==> config.mk <==
export PLATFORM = sky130hd
export DESIGN_NAME = fc_act_loader
export DESIGN_NICKNAME = d
export VERILOG_FILES = /design/src/rtl/fc_act_loader.sv
export SDC_FILE = /design/constraint.sdc
export NUM_CORES = 1
export LEC_CHECK = 0
export CAP_MARGIN = 40
export CORE_AREA = 2 2 410 412
export DETAILED_ROUTE_END_ITERATION = 10
export DIE_AREA = 0 0 412 414
export GPL_ROUTABILITY_DRIVEN = 0
export PLACE_DENSITY = 0.5
export SLEW_MARGIN = 0
export SYNTH_ARGS = -nofsm -noshare
export SYNTH_HDL_FRONTEND = slang
export SYNTH_SLANG_ARGS = --single-unit
==> constraint.sdc <==
create_clock -name clk -period 2.09 [get_ports clk]
set_clock_uncertainty 0.2 [all_clocks]
set_input_delay 0.3135 -clock clk [delete_from_list [all_inputs] [get_ports clk]]
set_output_delay 0.3135 -clock clk [all_outputs]
set_load 0.05 [all_outputs]
==> src/rtl/fc_act_loader.sv <==
// fc_act_loader: assembles IN streamed activations into the parallel x bus
// Ports: s_* beat stream in, x/x_valid/x_ready vector out, err_len pulse; FC_ACT_LOADER_DBUF_EN adds a second bank
module fc_act_loader #(
  parameter int WIDTH = 8,
  parameter int IN    = 128
) (
  input  logic             clk,
  input  logic             rst_n,
  input  logic             s_valid,
  output logic             s_ready,
  input  logic [WIDTH-1:0] s_data,
  input  logic             s_last,
  output logic [WIDTH-1:0] x [0:IN-1],
  output logic             x_valid,
  input  logic             x_ready,
  output logic             err_len
);

  localparam int IW = (IN > 1) ? $clog2(IN) : 1;
  localparam logic [IW-1:0] LAST_IDX = IW'(IN - 1);

  logic [IW-1:0] idx_q, idx_d;
  logic          s_ready_q, s_ready_d;
  logic          x_valid_q, x_valid_d;
  logic          err_len_q, err_len_d;
  logic          accept;
  logic          done;

  assign accept  = s_valid && s_ready_q;
  assign done    = accept && (idx_q == LAST_IDX);
  assign s_ready = s_ready_q;
  assign x_valid = x_valid_q;
  assign err_len = err_len_q;

  // A full-length vector always completes; an early last drops the partial one.
  always_comb begin
    idx_d     = idx_q;
    err_len_d = 1'b0;
    if (accept) begin
      if (idx_q == LAST_IDX) begin
        idx_d     = '0;
        err_len_d = !s_last;
      end else if (s_last) begin
        idx_d     = '0;
        err_len_d = 1'b1;
      end else begin
        idx_d = idx_q + 1'b1;
      end
    end
  end

`ifdef FC_ACT_LOADER_DBUF_EN
  logic [WIDTH-1:0] mem_q [2][IN];
  logic [WIDTH-1:0] mem_d [2][IN];
  logic             hb_q, hb_d;
  logic             held_q, held_d;
  logic             full_q, full_d;
  logic             release_x;

  assign release_x = held_q && x_ready;

  // hb_q selects the bank on x; the other bank is always the fill bank.
  always_comb begin
    hb_d   = hb_q;
    held_d = held_q;
    full_d = full_q;
    if (done && (!held_q || release_x)) begin
      hb_d   = ~hb_q;
      held_d = 1'b1;
    end else if (done) begin
      full_d = 1'b1;
    end else if (release_x && full_q) begin
      hb_d   = ~hb_q;
      full_d = 1'b0;
    end else if (release_x) begin
      held_d = 1'b0;
    end
    s_ready_d = !full_d;
    x_valid_d = held_d;
  end

  always_comb begin
    mem_d = mem_q;
    if (accept) mem_d[~hb_q][idx_q] = s_data;
  end

  always_comb begin
    for (int i = 0; i < IN; i++) x[i] = mem_q[hb_q][i];
  end

  always_ff @(posedge clk or negedge rst_n) begin
    if (!rst_n) begin
      hb_q   <= 1'b0;
      held_q <= 1'b0;
      full_q <= 1'b0;
      for (int b = 0; b < 2; b++)
        for (int i = 0; i < IN; i++) mem_q[b][i] <= '0;
    end else begin
      hb_q   <= hb_d;
      held_q <= held_d;
      full_q <= full_d;
      mem_q  <= mem_d;
    end
  end
`else
  typedef enum logic {FILL, HOLD} state_e;

  state_e           state_q, state_d;
  logic [WIDTH-1:0] mem_q [IN];
  logic [WIDTH-1:0] mem_d [IN];

  always_comb begin
    state_d = state_q;
    unique case (state_q)
      FILL: if (done) state_d = HOLD;
      HOLD: if (x_ready) state_d = FILL;
      default: state_d = FILL;
    endcase
    s_ready_d = (state_d == FILL);
    x_valid_d = (state_d == HOLD);
  end

  // Writes only happen while s_ready is high, so x is frozen in HOLD.
  always_comb begin
    mem_d = mem_q;
    if (accept) mem_d[idx_q] = s_data;
  end

  always_comb begin
    for (int i = 0; i < IN; i++) x[i] = mem_q[i];
  end

  always_ff @(posedge clk or negedge rst_n) begin
    if (!rst_n) begin
      state_q <= FILL;
      for (int i = 0; i < IN; i++) mem_q[i] <= '0;
    end else begin
      state_q <= state_d;
      mem_q   <= mem_d;
    end
  end
`endif

  always_ff @(posedge clk or negedge rst_n) begin
    if (!rst_n) begin
      idx_q     <= '0;
      s_ready_q <= 1'b0;
      x_valid_q <= 1'b0;
      err_len_q <= 1'b0;
    end else begin
      idx_q     <= idx_d;
      s_ready_q <= s_ready_d;
      x_valid_q <= x_valid_d;
      err_len_q <= err_len_d;
    end
  end

endmodule

Word level (Yosys, flattened, before mapping) --
Index checks and enable logic that the tools add are counted. W data, S select, Z words.
Operators by class: add/sub/neg operators 1, reduce and logical (&&, ||, !) cells 4, magnitude comparators 2, bitwise operators 3, muxes and demuxes 11, eq/ne operators 1
Operators by type and width (count):
- $bwmux W1024 | 1
- $demux W8 S7 | 1
- $mux W7 | 2
- $ge A8 B8 Y1 const B | 1
- $lt A8 B1 Y1 const B | 1
- $mux W8 | 1
- $not A7 Y8 | 1
- $add A7 B1 Y7 const B | 1
- $eq A7 B7 Y1 const B | 1
- $mux W1 | 5
- $logic_and A1 B1 Y1 | 3
- $not A1 Y1 | 2
- $pmux W1 S2 | 1
- $logic_not A1 Y1 | 1
Word-level totals: bits in registers 1034, word-level logic and storage cells 154, bits of input ports 13, output and inout port bits 1027

Longest topological paths before layout --
word-level depth 6, mapped depth 6, gate-level depth less buffers 4

Worst setup path after synthesis --
No wires, ideal clock.
path kind reg-to-reg, start reg s_ready_q, in the netlist s_ready, end reg mem_q (netlist bit x[296]), data required time 1765 ps, stages on the path, launching flop included 7, arrival time 2179 ps, slack -414 ps, period minus slack after synthesis 2504 ps, library setup time 125 ps, cell sequence dfrtp_1 buf_2 nand3b_1 buf_2 buf_6 nor3_2 mux2_2
Between the ends: longest elaborated chain between the ends 1
Ends and longest elaborated chain:
- from (decl) | RTL line 23 | logic s_ready_q, s_ready_d;
- from (signal assigned) | RTL line 152 | s_ready_q <= s_ready_d;
- $logic_and A1 B1 Y1 | RTL line 29 | assign accept = s_valid && s_ready_q;
- to (signal assigned) | RTL line 139 | mem_q <= mem_d;
- to (decl) | RTL line 109 | logic [WIDTH-1:0] mem_q [IN];
No other way between the ends. A chain may end at the register's enable or synchronous reset.

Final worst setup path --
start reg idx_q[3], end reg mem_q (netlist bit x[746])
Between the ends: longest elaborated chain between the ends 6, elaborated cells on any way between the ends 7, classes of those cells order compare: 2; mux: 3; bitwise: 1; reduce/logical: 1
Ends and longest elaborated chain:
- from (decl) | RTL line 22 | logic [IW-1:0] idx_q, idx_d;
- from (signal assigned) | RTL line 151 | idx_q <= idx_d;
- $not A7 Y8 (not written as such) (*) | RTL line 126 | if (accept) mem_d[idx_q] = s_data;
- $ge A8 B8 Y1 (not written as such) or $lt A8 B1 Y1 (tied branches) | RTL line 126
- $logic_and A1 B1 Y1 (not written as such) | RTL line 126
- $mux W8 (not written as such) | RTL line 126
- $demux W8 S7 (*) | RTL line 126
- $bwmux W1024 (*) | RTL line 126
Mark *: on every way between the ends. The rest lies on a longest branch, timed or not.

==> results.toml <==
[yosys]
synth_seq_cells = 1034
postSynthCellCount = 2439
synthArstFlopShare = 1.00
postSynthAreaPerCell_um2 = 16.5
yosysWarnings = 0
synth_xor_area_frac = 0
synth_top_family_by_area = "multiplexers"
synth_edf_count = 0
synth_fp_nets = 2453
syn-cell-area_um2 = 40300
synthDistinctLibCells = 42
synth.area.mux_share = 0.287
synth_ff_type = "dfrtp_1"
yosys.area_share.adder = 0.000311
synth_compound_area_frac = 0.00221
yosysSeqAreaShare = 0.643
synth-simple-area-share = 0.0487

[pwr]
powerDensity_nw_per_um2 = 753
peakVddDrop_mv = 0.692
finalPower_mw = 47.5
p_leak_nw = 31.8

[cells_and_area]
fin_nets = 3832
diodes = 0
final_core_util = 0.379
layout-drive-gt1-share = 0.714
final_cell_mix = "dfrtp_1 (1,028), buf_4 (743), mux2_4 (518), mux2_2 (503), clkdlybuf4s15_2 (234)"
nFillCells = 15900
layoutNonFillerInstCount = 6117
final_common_cell = "dfrtp_1"
syn_to_final_growth_pct = 56.7

[critical_path]
path_cells = "buf_6 > or4b_4 > buf_6 > nor3_4 > buf_12 > mux2_2"
crit_type = "reg2reg"
slowest_delay_ps = 530
crit_top_cell = "buf_6"
end_kind = "flop"
worstPathArrival_ps = 2700
required_ps = 2520
reg2reg_to = "x[746]"
crit_fanout = 8
rrSetupSlack_ps = -180
start_kind = "flop"
reg2regPathDepth = 6
reg2reg_from = "idx_q[3]"
crit_slowest_cell = "or4b_4"

[routing]
final_antenna_net_count = 0
avgViaCountPerCell = 4.40
dr.pass1.iters = 5
routed_wl_um = 163000
vias = 26900
drc = 0
initialDrtViolationCount = 1251
wl_per_cell_um = 26.6

[worst_hold_path]
hp-class = "in2async"

[sta]
max_freq_ghz = 0.441
setup_viol = 833
finalCriticalPeriod_ps = 2270
maxSlewViolCount = 0
rsz0062_at_grt = "true"
hold_viol_final = 0
min_period_over_period = 1.08
hold_slack_ps = 96.0
setup-tns-final_ps = -50590
fin_ws_ps = -176
worst_slew_pin_slew_ps = 662
relSlewSlack = 0.559

[grt]
grt_first_pass_wirelength_um = 225000
grt_overflow = 0
track_usage = 0.183
grt_antenna_before_repair = 3
grt_pass1_vias = 28100
grt_max_degree = 53

[place]
io_buffers = 1039
place_hpwl_um = 115000
place_inst = 5838

[floorplan]
die_w_um = 412
fp.dieH_um = 414
die-area_um2 = 171000
coreArea_um2 = 166000
start_util = 0.242
ioPinCount = 1040
num_rows = 150

[status]
failed_checks = "setup timing"
status = "complete, but fails checks"

[job]
maxCapViolations = 0

[clock_tree]
cts.sinks = 1034
path_clk_slew_ps = 60
root_buffer = "clkbuf_16"
cts_tree = "yes"
htreeDepth = 3
clock_latency_ps = 750
clk_path_buf_depth = 3
cts_buffers = 116
==> cell type report <==
class                   instances  area [um^2]  area share
repair buffers               1437        14000       0.222
clock buffers                 176         3490      0.0553
clock inverters                37          548     0.00868
multi-input cells            1229        16400       0.260
well taps                    2204         2760      0.0437
flip-flops and latches       1034        25900       0.410
==> registers in the layout (all words and copies together), names as in the netlist <==
register,cells
s_ready,1
x_valid,1
idx_q,7
err_len,1
x,1024
==> worst max-delay path, delay by kind of cell (launching register included) <==
kind                   cells  cell delay (ps)
muxes                      1              330
and+or+nand+nor            2              740
DFF                        1              420
buffers and inverters      3              460
==> what timing repair did <==
| action | 4_1_cts | 5_1_grt |
|---|---|---|
| hold buffers | 11 | 0 |
| gates resized for setup | 1672 | 443 |
| gates cloned | 0 | 5 |
| endpoints found under the setup margin | 1391 | 1046 |
| setup buffers | 33 | 24 |
| endpoints found under the hold margin | 1192 | 0 |
| pin swaps | 27 | 52 |
==> metrics by stage <==
stage,cell area [um^2],worst slack [ps]
2_1_floorplan,41500,-153
3_3_place_gp,56700,-973
3_5_place_dp,56700,-952
4_1_cts,61200,-239
5_1_grt,63100,-246
6_report,63100,-176
==> worst max path at each step <==
stage,startpoint,endpoint
finish,idx_q[3],x[746]
global route,idx_q[5],x[749]
CTS,idx_q[5],x[933]
detailed placement,s_valid,x[626]
global placement,s_valid,x[183]
floorplan,s_ready,x[936]
==> layer usage <==
metal / part of all wire / global-route usage / up-vias
li1: - / - / 11500
met1: 0.42 / 0.226 / 14300
met2: 0.48 / 0.301 / 820
met3: 0.069 / 0.0579 / 221
met4: 0.035 / 0.0638 / 2
met5: 0.000080 / 0 / -
==> where the power goes <==
group | internal (mW) | total, mW | switching [mW]
combinational | 1.54 | 5.20 | 3.66
sequential | 20.5 | 20.7 | 0.237
clock | 13.0 | 21.6 | 8.65
total | 35.0 | 47.5 | 12.5
==> synthesized netlist by cell type, types with 3 or more instances <==
cell          n  share of area
buf_1         6        0.00056
buf_2        33         0.0041
buf_4        10         0.0019
buf_6         4         0.0011
clkbuf_1    124          0.012
dfrtp_1    1034           0.64
mux2_1       25         0.0070
mux2_2     1000           0.28
nand2_1       8        0.00075
nand3_1      27         0.0034
nand3_2      26         0.0065
nand3b_1      3        0.00056
nand4b_4      4         0.0024
nand4bb_1     6         0.0017
nor2b_1       3        0.00047
nor3_2       33         0.0082
nor3_4       37          0.015
nor4b_2       4         0.0015
nor4bb_1      5         0.0012
o21ai_0       6        0.00075
o31ai_1       3        0.00056
or4_1        10         0.0019
or4b_1        4        0.00099
==> kinds of logic (layout without fill, tap and decap cells) <==
family	count (synthesis)	in the layout
simple gates	187	188
compound gates	14	14
mux	1026	1026
flops	1034	1034
fa+ha+maj	1	1
buf+inv	177	1650
No activity file was read; power rests on OpenSTA's default activity.
